$ cat src/rtl/chiplet_types_pkg.sv
// Shared chiplet router types: default link geometry, credit/lock types for the
// default configuration, and the per-output wormhole lock state.
package chiplet_types_pkg;

  localparam int NUM_OUTPORTS_DEF = 5;
  localparam int NUM_BUFFERS_DEF  = 5;
  localparam int NUM_VCS_DEF      = 2;
  localparam int BUFFER_DEPTH_DEF = 8;

  // Index width that never collapses to zero bits for single-entry dimensions.
  function automatic int clog2_min1(input int n);
    return (n > 1) ? $clog2(n) : 1;
  endfunction

  localparam int BUF_W_DEF  = $clog2(NUM_BUFFERS_DEF);
  localparam int VC_W_DEF   = clog2_min1(NUM_VCS_DEF);
  localparam int CRED_W_DEF = $clog2(BUFFER_DEPTH_DEF + 1);

  typedef logic [CRED_W_DEF-1:0] credit_t;

  typedef struct packed {
    logic                 valid;
    logic [BUF_W_DEF-1:0] in;
    logic [VC_W_DEF-1:0]  vc;
  } alloc_lock_t;

  typedef enum logic {
    LOCK_IDLE   = 1'b0,
    LOCK_LOCKED = 1'b1
  } lock_state_e;

endpackage

$ cat src/rtl/rr_arbiter.sv
// Combinational round-robin arbiter: the first requester at or after ptr wins.
module rr_arbiter
  import chiplet_types_pkg::*;
#(
  parameter  int N     = 5,
  localparam int IDX_W = clog2_min1(N)
) (
  input  logic [N-1:0]     req,
  input  logic [IDX_W-1:0] ptr,
  output logic [N-1:0]     gnt,
  output logic [IDX_W-1:0] gnt_idx
);

  int   idx;
  logic found;

  always_comb begin
    // NOTE: every output of a combinational block gets a default first, so no path leaves it unassigned and infers a latch.
    gnt     = '0;
    gnt_idx = '0;
    found   = 1'b0;
    idx     = 0;
    for (int k = 0; k < N; k++) begin
      idx = int'(ptr) + k;
      if (idx >= N) idx = idx - N;
      if (!found && req[idx]) begin
        found        = 1'b1;
        gnt[idx]     = 1'b1;
        gnt_idx      = IDX_W'(idx);
      end
    end
  end

endmodule

$ cat src/rtl/switch_allocator.sv
// Switch allocation stage: per-output wormhole lock, round-robin arbitration over
// input buffers and per-VC downstream credit counters; grants are zero-latency.
module switch_allocator
  import chiplet_types_pkg::*;
#(
  parameter  int NUM_OUTPORTS = 5,
  parameter  int NUM_BUFFERS  = 5,
  parameter  int NUM_VCS      = 2,
  parameter  int BUFFER_DEPTH = 8,
  localparam int OUT_W        = clog2_min1(NUM_OUTPORTS),
  localparam int BUF_W        = $clog2(NUM_BUFFERS),
  localparam int VC_W         = clog2_min1(NUM_VCS),
  localparam int CRED_W       = $clog2(BUFFER_DEPTH + 1)
) (
  input  logic                                  clk,
  input  logic                                  rst,
  input  logic [NUM_BUFFERS-1:0]                req_valid,
  input  logic [NUM_BUFFERS-1:0][OUT_W-1:0]     req_outport,
  input  logic [NUM_BUFFERS-1:0][VC_W-1:0]      req_vc,
  input  logic [NUM_BUFFERS-1:0]                req_tail,
  input  logic [NUM_OUTPORTS-1:0][NUM_VCS-1:0]  credit_granted,
  output logic [NUM_BUFFERS-1:0]                grant,
  output logic [NUM_OUTPORTS-1:0][BUF_W-1:0]    xbar_sel,
  output logic [NUM_OUTPORTS-1:0]               data_ready_out,
  output logic [NUM_OUTPORTS-1:0]               packet_sent,
  output logic [NUM_OUTPORTS-1:0][NUM_VCS-1:0]  buffer_available
);

  lock_state_e       lock_state     [NUM_OUTPORTS];
  lock_state_e       lock_state_nxt [NUM_OUTPORTS];
  logic [BUF_W-1:0]  lock_in        [NUM_OUTPORTS];
  logic [BUF_W-1:0]  lock_in_nxt    [NUM_OUTPORTS];
  logic [VC_W-1:0]   lock_vc        [NUM_OUTPORTS];
  logic [VC_W-1:0]   lock_vc_nxt    [NUM_OUTPORTS];
  logic [BUF_W-1:0]  rr_ptr         [NUM_OUTPORTS];
  logic [BUF_W-1:0]  rr_ptr_nxt     [NUM_OUTPORTS];
  logic [CRED_W-1:0] credit         [NUM_OUTPORTS][NUM_VCS];
  logic [CRED_W-1:0] credit_nxt     [NUM_OUTPORTS][NUM_VCS];

  logic [NUM_OUTPORTS-1:0][NUM_VCS-1:0] cred_dec;
  logic [NUM_OUTPORTS-1:0][NUM_VCS-1:0] cred_ovf;

  logic [NUM_BUFFERS-1:0] elig    [NUM_OUTPORTS];
  logic [NUM_BUFFERS-1:0] arb_gnt [NUM_OUTPORTS];
  logic [BUF_W-1:0]       arb_idx [NUM_OUTPORTS];
  logic [NUM_OUTPORTS-1:0] win_valid;
  logic [NUM_OUTPORTS-1:0] win_tail;
  logic [VC_W-1:0]         win_vc [NUM_OUTPORTS];

  // Gating with rst keeps every grant-side output quiet during the reset cycle.
  always_comb begin
    for (int p = 0; p < NUM_OUTPORTS; p++) begin
      elig[p] = '0;
      for (int i = 0; i < NUM_BUFFERS; i++) begin
        if (!rst && req_valid[i] && int'(req_outport[i]) == p && int'(req_vc[i]) < NUM_VCS) begin
          if (credit[p][req_vc[i]] != '0 &&
              (lock_state[p] == LOCK_IDLE ||
               (lock_in[p] == BUF_W'(i) && lock_vc[p] == req_vc[i])))
            elig[p][i] = 1'b1;
        end
      end
    end
  end

  for (genvar gp = 0; gp < NUM_OUTPORTS; gp++) begin : g_out
    rr_arbiter #(.N(NUM_BUFFERS)) u_arb (
      .req     (elig[gp]),
      .ptr     (rr_ptr[gp]),
      .gnt     (arb_gnt[gp]),
      .gnt_idx (arb_idx[gp])
    );

    assign win_valid[gp]      = |arb_gnt[gp];
    assign win_tail[gp]       = req_tail[arb_idx[gp]];
    assign win_vc[gp]         = req_vc[arb_idx[gp]];
    assign xbar_sel[gp]       = arb_idx[gp];
    assign data_ready_out[gp] = win_valid[gp];
    assign packet_sent[gp]    = win_valid[gp] & win_tail[gp];

    for (genvar gv = 0; gv < NUM_VCS; gv++) begin : g_vc
      assign buffer_available[gp][gv] = (credit[gp][gv] != '0);
    end
  end

  always_comb begin
    grant = '0;
    for (int p = 0; p < NUM_OUTPORTS; p++) grant = grant | arb_gnt[p];
  end

  // Lock FSM and pointer: the pointer only moves on a tail grant, once per packet.
  always_comb begin
    for (int p = 0; p < NUM_OUTPORTS; p++) begin
      lock_state_nxt[p] = lock_state[p];
      lock_in_nxt[p]    = lock_in[p];
      lock_vc_nxt[p]    = lock_vc[p];
      rr_ptr_nxt[p]     = rr_ptr[p];
      if (win_valid[p]) begin
        if (win_tail[p]) begin
          lock_state_nxt[p] = LOCK_IDLE;
          rr_ptr_nxt[p]     = (arb_idx[p] == BUF_W'(NUM_BUFFERS - 1)) ? '0 : arb_idx[p] + BUF_W'(1);
        end else begin
          lock_state_nxt[p] = LOCK_LOCKED;
          lock_in_nxt[p]    = arb_idx[p];
          lock_vc_nxt[p]    = win_vc[p];
        end
      end
    end
  end

  // A return and a consume on the same counter cancel; a return to a full counter saturates.
  always_comb begin
    for (int p = 0; p < NUM_OUTPORTS; p++) begin
      for (int v = 0; v < NUM_VCS; v++) begin
        cred_dec[p][v]   = win_valid[p] && (int'(win_vc[p]) == v);
        cred_ovf[p][v]   = 1'b0;
        credit_nxt[p][v] = credit[p][v];
        if (credit_granted[p][v] && !cred_dec[p][v]) begin
          if (credit[p][v] == CRED_W'(BUFFER_DEPTH)) cred_ovf[p][v]   = 1'b1;
          else                                      credit_nxt[p][v] = credit[p][v] + CRED_W'(1);
        end else if (cred_dec[p][v] && !credit_granted[p][v]) begin
          credit_nxt[p][v] = credit[p][v] - CRED_W'(1);
        end
      end
    end
  end

  // NOTE: state registers use non-blocking assignments so every register samples pre-edge values.
  always_ff @(posedge clk) begin
    if (rst) begin
      for (int p = 0; p < NUM_OUTPORTS; p++) begin
        lock_state[p] <= LOCK_IDLE;
        lock_in[p]    <= '0;
        lock_vc[p]    <= '0;
        rr_ptr[p]     <= '0;
        // NOTE: the credit array is real state visible downstream, so unlike a data memory it is reset.
        for (int v = 0; v < NUM_VCS; v++) credit[p][v] <= CRED_W'(BUFFER_DEPTH);
      end
    end else begin
      for (int p = 0; p < NUM_OUTPORTS; p++) begin
        lock_state[p] <= lock_state_nxt[p];
        lock_in[p]    <= lock_in_nxt[p];
        lock_vc[p]    <= lock_vc_nxt[p];
        rr_ptr[p]     <= rr_ptr_nxt[p];
        for (int v = 0; v < NUM_VCS; v++) credit[p][v] <= credit_nxt[p][v];
      end
    end
  end

  always_ff @(posedge clk) begin
    if (!rst) begin
      credit_overflow: assert (cred_ovf == '0)
        else $warning("credit_overflow: credit returned to a full counter (%b)", cred_ovf);
    end
  end

endmodule

$ cat config.mk
export PLATFORM = sky130hd
export DESIGN_NAME = switch_allocator
export DESIGN_NICKNAME = d
export VERILOG_FILES = /design/src/rtl/chiplet_types_pkg.sv /design/src/rtl/rr_arbiter.sv /design/src/rtl/switch_allocator.sv
export SDC_FILE = /design/constraint.sdc
export NUM_CORES = 1
export LEC_CHECK = 0
export BUFFER_PORTS_ARGS = -buffer_cell sky130_fd_sc_hd__buf_2
export CAP_MARGIN = 20
export CORE_UTILIZATION = 45
export CTS_CLUSTER_SIZE = 20
export DETAILED_ROUTE_END_ITERATION = 6
export SLEW_MARGIN = 20
export SYNTH_ARGS = -nofsm -noshare
export SYNTH_HDL_FRONTEND = slang
export SYNTH_SLANG_ARGS = --single-unit
$ cat constraint.sdc
create_clock -name clk -period 7.8 [get_ports clk]
set_clock_uncertainty 0.15 [all_clocks]
set_input_delay 0.39 -clock clk [delete_from_list [all_inputs] [get_ports clk]]
set_output_delay 0.39 -clock clk [all_outputs]
set_load 0.01 [all_outputs]
# [Word-level counts from Yosys, hierarchy flattened]
# Memories as Yosys holds them, arrays and structs flattened.
# Cells that the tools add are included.
[totals] regBits=0 ramBits=80 input_bits=42 output_inout_bits=40 elab_cells=1058 n_memories=5
[mem_list] memory="credit" depth=5 word_bits=8 rd=5 rd_ports_with_merged_regs=0 write_ports=5 line="switch_allocator.sv:37" rtl="logic [CRED_W-1:0] credit [NUM_OUTPORTS][NUM_VCS];"
[mem_list] memory="lock_in" depth=5 word_bits=3 rd=5 rd_ports_with_merged_regs=0 write_ports=5 line="switch_allocator.sv:31" rtl="logic [BUF_W-1:0] lock_in [NUM_OUTPORTS];"
[mem_list] memory="rr_ptr" depth=5 word_bits=3 rd=5 rd_ports_with_merged_regs=0 write_ports=5 line="switch_allocator.sv:35" rtl="logic [BUF_W-1:0] rr_ptr [NUM_OUTPORTS];"
[mem_list] memory="lock_state" depth=5 word_bits=1 rd=5 rd_ports_with_merged_regs=0 write_ports=5 line="switch_allocator.sv:29" rtl="lock_state_e lock_state [NUM_OUTPORTS];"
[mem_list] memory="lock_vc" depth=5 word_bits=1 rd=5 rd_ports_with_merged_regs=0 write_ports=5 line="switch_allocator.sv:33" rtl="logic [VC_W-1:0] lock_vc [NUM_OUTPORTS];"
[classes] addsub=70 magnitude_cmp=85 n_eq_ne=80 n_mux=473 bitwise=74 n_reduce_logical=271
[op_table] operator="32-bit by 1-bit greater-or-equal comparator with 1-bit output, second input constant" count=25
[op_table] operator="32-bit by 5-bit < comparator with 1-bit output, second input constant" count=25
[op_table] operator="32-bit 2-to-1 mux" count=25
[op_table] operator="32-bit by 4-bit greater-or-equal comparator with 1-bit output, second input constant" count=20
[op_table] operator="32-bit by 4-bit subtractor with 32-bit output, second input constant" count=20
[op_table] operator="4-bit 2-to-1 mux" count=115
[op_table] operator="1-bit 2-to-1 mux" count=188
[op_table] operator="3-bit 2-to-1 mux" count=60
[op_table] operator="1-bit logical AND" count=155
[op_table] operator="4-bit nonzero test" count=35
[op_table] operator="5-bit 2-to-1 mux" count=25
[op_table] operator="5-bit bitwise OR" count=24
[op_table] operator="1-bit binary-select mux with 3-bit select" count=35
[op_table] operator="1-bit demux with 3-bit select" count=25
[op_table] operator="3-bit == test, second input constant" count=25
[op_table] operator="3-bit by 2-bit == test with 1-bit output, second input constant" count=15
[op_table] operator="1-bit logical NOT" count=41
[op_table] operator="3-bit by 2-bit adder with 4-bit output, second input constant" count=10
[op_table] operator="4-bit by 1-bit adder with 4-bit output, second input constant" count=10
[op_table] operator="4-bit == test, second input constant" count=10
[op_table] operator="4-bit by 1-bit subtractor with 4-bit output, second input constant" count=10
[op_table] operator="3-bit logical NOT" count=10
[op_table] operator="1-bit bitwise OR" count=30
[op_table] operator="1-bit == test" count=25
[op_table] operator="13 further kinds" count=90

# [Depth between registers and ports, before layout]
[logic_depth] ltp_word=32 mapped_depth=28 mapped_depth_nobuf=24

# [Modules after synthesis]
# A second synthesis with hierarchy kept.
[unflattened] cells_unflattened=1939 hier_area_um2=14769.2
[modules_own_cells] mod="rr_arbiter (g_out[0].u_arb ...)" n_inst=4 cells_each=234 area_per_inst_um2=1707.9 seq_area_each_um2=0.0
[modules_own_cells] mod="switch_allocator" n_inst=1 cells_each=759 area_per_inst_um2=6264.8 seq_area_each_um2=1601.5
[modules_own_cells] mod="rr_arbiter (g_out[4].u_arb)" n_inst=1 cells_each=244 area_per_inst_um2=1672.9 seq_area_each_um2=0.0

# [Least setup slack after synthesis]
# Ideal clock, no wire load.
[synth_timing] path_kind="flip-flop to flip-flop" startpoint="memory rr_ptr[0][6] (netlist bit)" endpoint="memory credit[0][19] (netlist bit)" setup_time_ns=0.091 arrival_ns=5.920 t_required_ns=7.559 path_slack_ns=1.639 path_stages_with_launch=26 path_buffers=4 period_less_slack_ns=6.161 path_cell_list="dfxtp_1 -> buf_2 -> clkinv_1 -> ha_1 -> fa_1 -> a21bo_2 -> xnor2_1 -> mux2i_1 -> o32a_4 -> or3_1 -> buf_6 -> or4_4 -> o311a_1 -> and4_1 -> and2_4 -> buf_6 -> inv_2 -> buf_4 -> a31oi_1 -> nand2_1 -> ha_1 -> a21o_1 -> a21oi_1 -> nor3b_1 -> mux2_2 -> a311oi_1"
[synth_rtl] item="start, declared" line="switch_allocator.sv:35"
[synth_rtl] item="end, declared" line="switch_allocator.sv:37"

==> results.cfg <==
[worst_setup_path]
endpoint_kind = register
reg2regPathDepth = 21
crit_arrival_ps = 7100
critPathCapture = credit[0][39]
crit_start = rr_ptr[0][13]
path_max_fanout = 15
reg2reg_setup_slack_ps = 840
critPathLaunchType = register
critPathRequiredTime_ps = 7940
r2r-end = credit[0][39]
path_class = reg -> reg
r2r-start = rr_ptr[0][13]

[floorplanning]
initial_core_util = 0.4602
core-area_um2 = 31800
die_width_um = 182.3
fp.dieH_um = 182.3
dieArea_um2 = 33240
io_pins = 82
num_rows = 65

[clock_network]
max-clock-path-buffers = 2
cts_max_level = 3
cts_resized = 0
worstSkewPairLatency_ps = 380
cts_tree = done
cts.sinks = 80
cts_root_buffer = clkbuf_16
holdBufCountCts = 0
path_clk_slew_ps = 70
cts_setup_buffers = 0
numCtsBuffers = 9

[sta]
slew_headroom = 0.3315
fin_crit_sh = 0.8924
finalSetupViolations = 0
period_needed_ps = 6961
maxSlewViolCount = 0
rsz0062_at_grt = false
hold_viol_final = 0
setup_tns_ps = 0
tightest_slew_ps = 989.3
max_freq_ghz = 0.1437

[drt]
wl_um = 52880
vias = 16410
drt_iter0_markers = 1631
drc = 0
drtAntennaViolNets = 0
viasPerCell = 6.573
wl_per_cell_um = 21.18
dr.pass1.iters = 6

[placed_design]
dp_hpwl_um = 41650
port_buffers = 81
gp_congestion = 1.006

[synth]
synthTopCellsByCount = 172 x nand2_1, 142 x nor2_1, 137 x a21oi_1
ys_seq_elements = 80
ys_warn_count = 0
ys_types = 110
avgSynthCellArea_um2 = 7.233
syn-cell-area_um2 = 14630
syn_inst = 2023
yosysTopAreaCellShare = 0.1120
yosysSeqAreaShare = 0.1094
synth_edf_count = 0
ys.flop_type = dfxtp_1
syn_nets = 2211
yosys-top-cells-area = ha_1 11%, dfxtp_1 11%, a21oi_1 4.7%, mux2i_1 4.7%, nand2_1 4.4%
synth.most_common_cell = nand2_1
synth-async-reset-ratio = 0
yosys.area.top_type = ha_1

[global_route]
grtUsageTotal = 0.3121
grt_first_pass_wirelength_um = 82450
grt_overflow = 0
first_global_vias = 14940
grt_start_max_net_pins = 33
antenna_found_initial = 9

[hold_path]
whs_path_depth = 2
hold_path.class = in -> reg

[job]
maxCapViolCount = 0

[finish]
area_delta_synth_final_pct = 7.747
drive_above_1_share = 0.1021
fin_nets = 2239

[outcome]
status = complete, no violations
[layout make-up]
class / count / area (um2)
Timing Repair Buffer: 114 / 653.1
Inverter: 116 / 435.4
Sequential cell: 80 / 1602
Multi-Input combinational cell: 1730 / 12210
Tap cell: 435 / 544.3
Clock inverter: 7 / 86.33
Clock buffer: 9 / 225.2
Antenna cell: 6 / 15.01
Fill cell: 3241 / 16030
[worst min-delay path by stage]
stage                      startpoint             to  slack, ps
floorplan                credit[0][2]   credit[0][2]        310
global placement        credit[0][38]  credit[0][38]        330
detailed placement      credit[0][26]  credit[0][26]        340
CTS                 credit_granted[4]  credit[0][23]        120
global route        credit_granted[4]  credit[0][23]        130
finish              credit_granted[4]  credit[0][23]        140
[per-layer routing]
layer	share of wire	track usage	wire length, um
met5	0.00061	0	32
met4	0.034	0.1096	1782
met3	0.087	0.06406	4619
met2	0.43	0.4903	22960
met1	0.44	0.4211	23490
[stage by stage]
stage / worst slack [ps] / hold WS (ps) / util / cell area (um2) / instances
final: 838.9 / 139.0 / 0.4958 / 15770 / 2497
after floorplan: 1639 / 312.5 / - / 14630 / 2023
after CTS: 1066 / 121.1 / 0.4953 / 15750 / 2491
after global routing: 417.5 / 132.6 / 0.4957 / 15760 / 2496
after detailed placement: 1075 / 342.4 / 0.4855 / 15440 / 2475
after global placement: 1186 / 333.9 / 0.4855 / 15440 / 2475
[critical path: stages (launching register included)]
cell and delay [ps]:
dfxtp_1 610, inv_1 370, ha_1 690, clkinv_1 370
nor3_1 250, a31oi_1 60, o21a_1 200, a211oi_1 570
a211o_1 320, nor4b_1 100, and2_1 240, a221oi_1 630
and3_1 420, clkinv_1 260, a21boi_1 330, inv_1 140
ha_1 290, a21o_1 170, a21oi_1 270, nor3_1 80
o2bb2ai_1 130, o31ai_1 220
[cell families after synthesis]
logic type	synth area share
AO/OA/AOI/OAI	0.3234
XOR/XNOR	0.03292
adder cells (fa/ha/maj)	0.1325
buffers and inverters	0.05686
flip-flops	0.1094
multiplexers	0.06139
AND/OR/NAND/NOR	0.2835
[placed cells by master (no fill, tap or decap), types with 29 or more instances in the layout]
cell / instances
nand3_1: 77
nand2_1: 172
o21ai_0: 89
mux2i_1: 68
a211oi_1: 44
a21o_1: 32
buf_2: 81
nor4_1: 32
a31oi_1: 31
nor2_1: 142
nand4_1: 29
nor3_1: 83
buf_4: 33
ha_1: 131
xnor2_1: 44
inv_1: 104
a21oi_1: 137
dfxtp_1: 80
nand2b_1: 40
[registers in the layout (all words and copies together) (netlist names)]
register and cells:
credit 40, lock_state 5, lock_vc 5, lock_in 15, rr_ptr 15
Power is not shown: default switching activity piles up to over one toggle a cycle in this logic, so the estimate is an artifact.
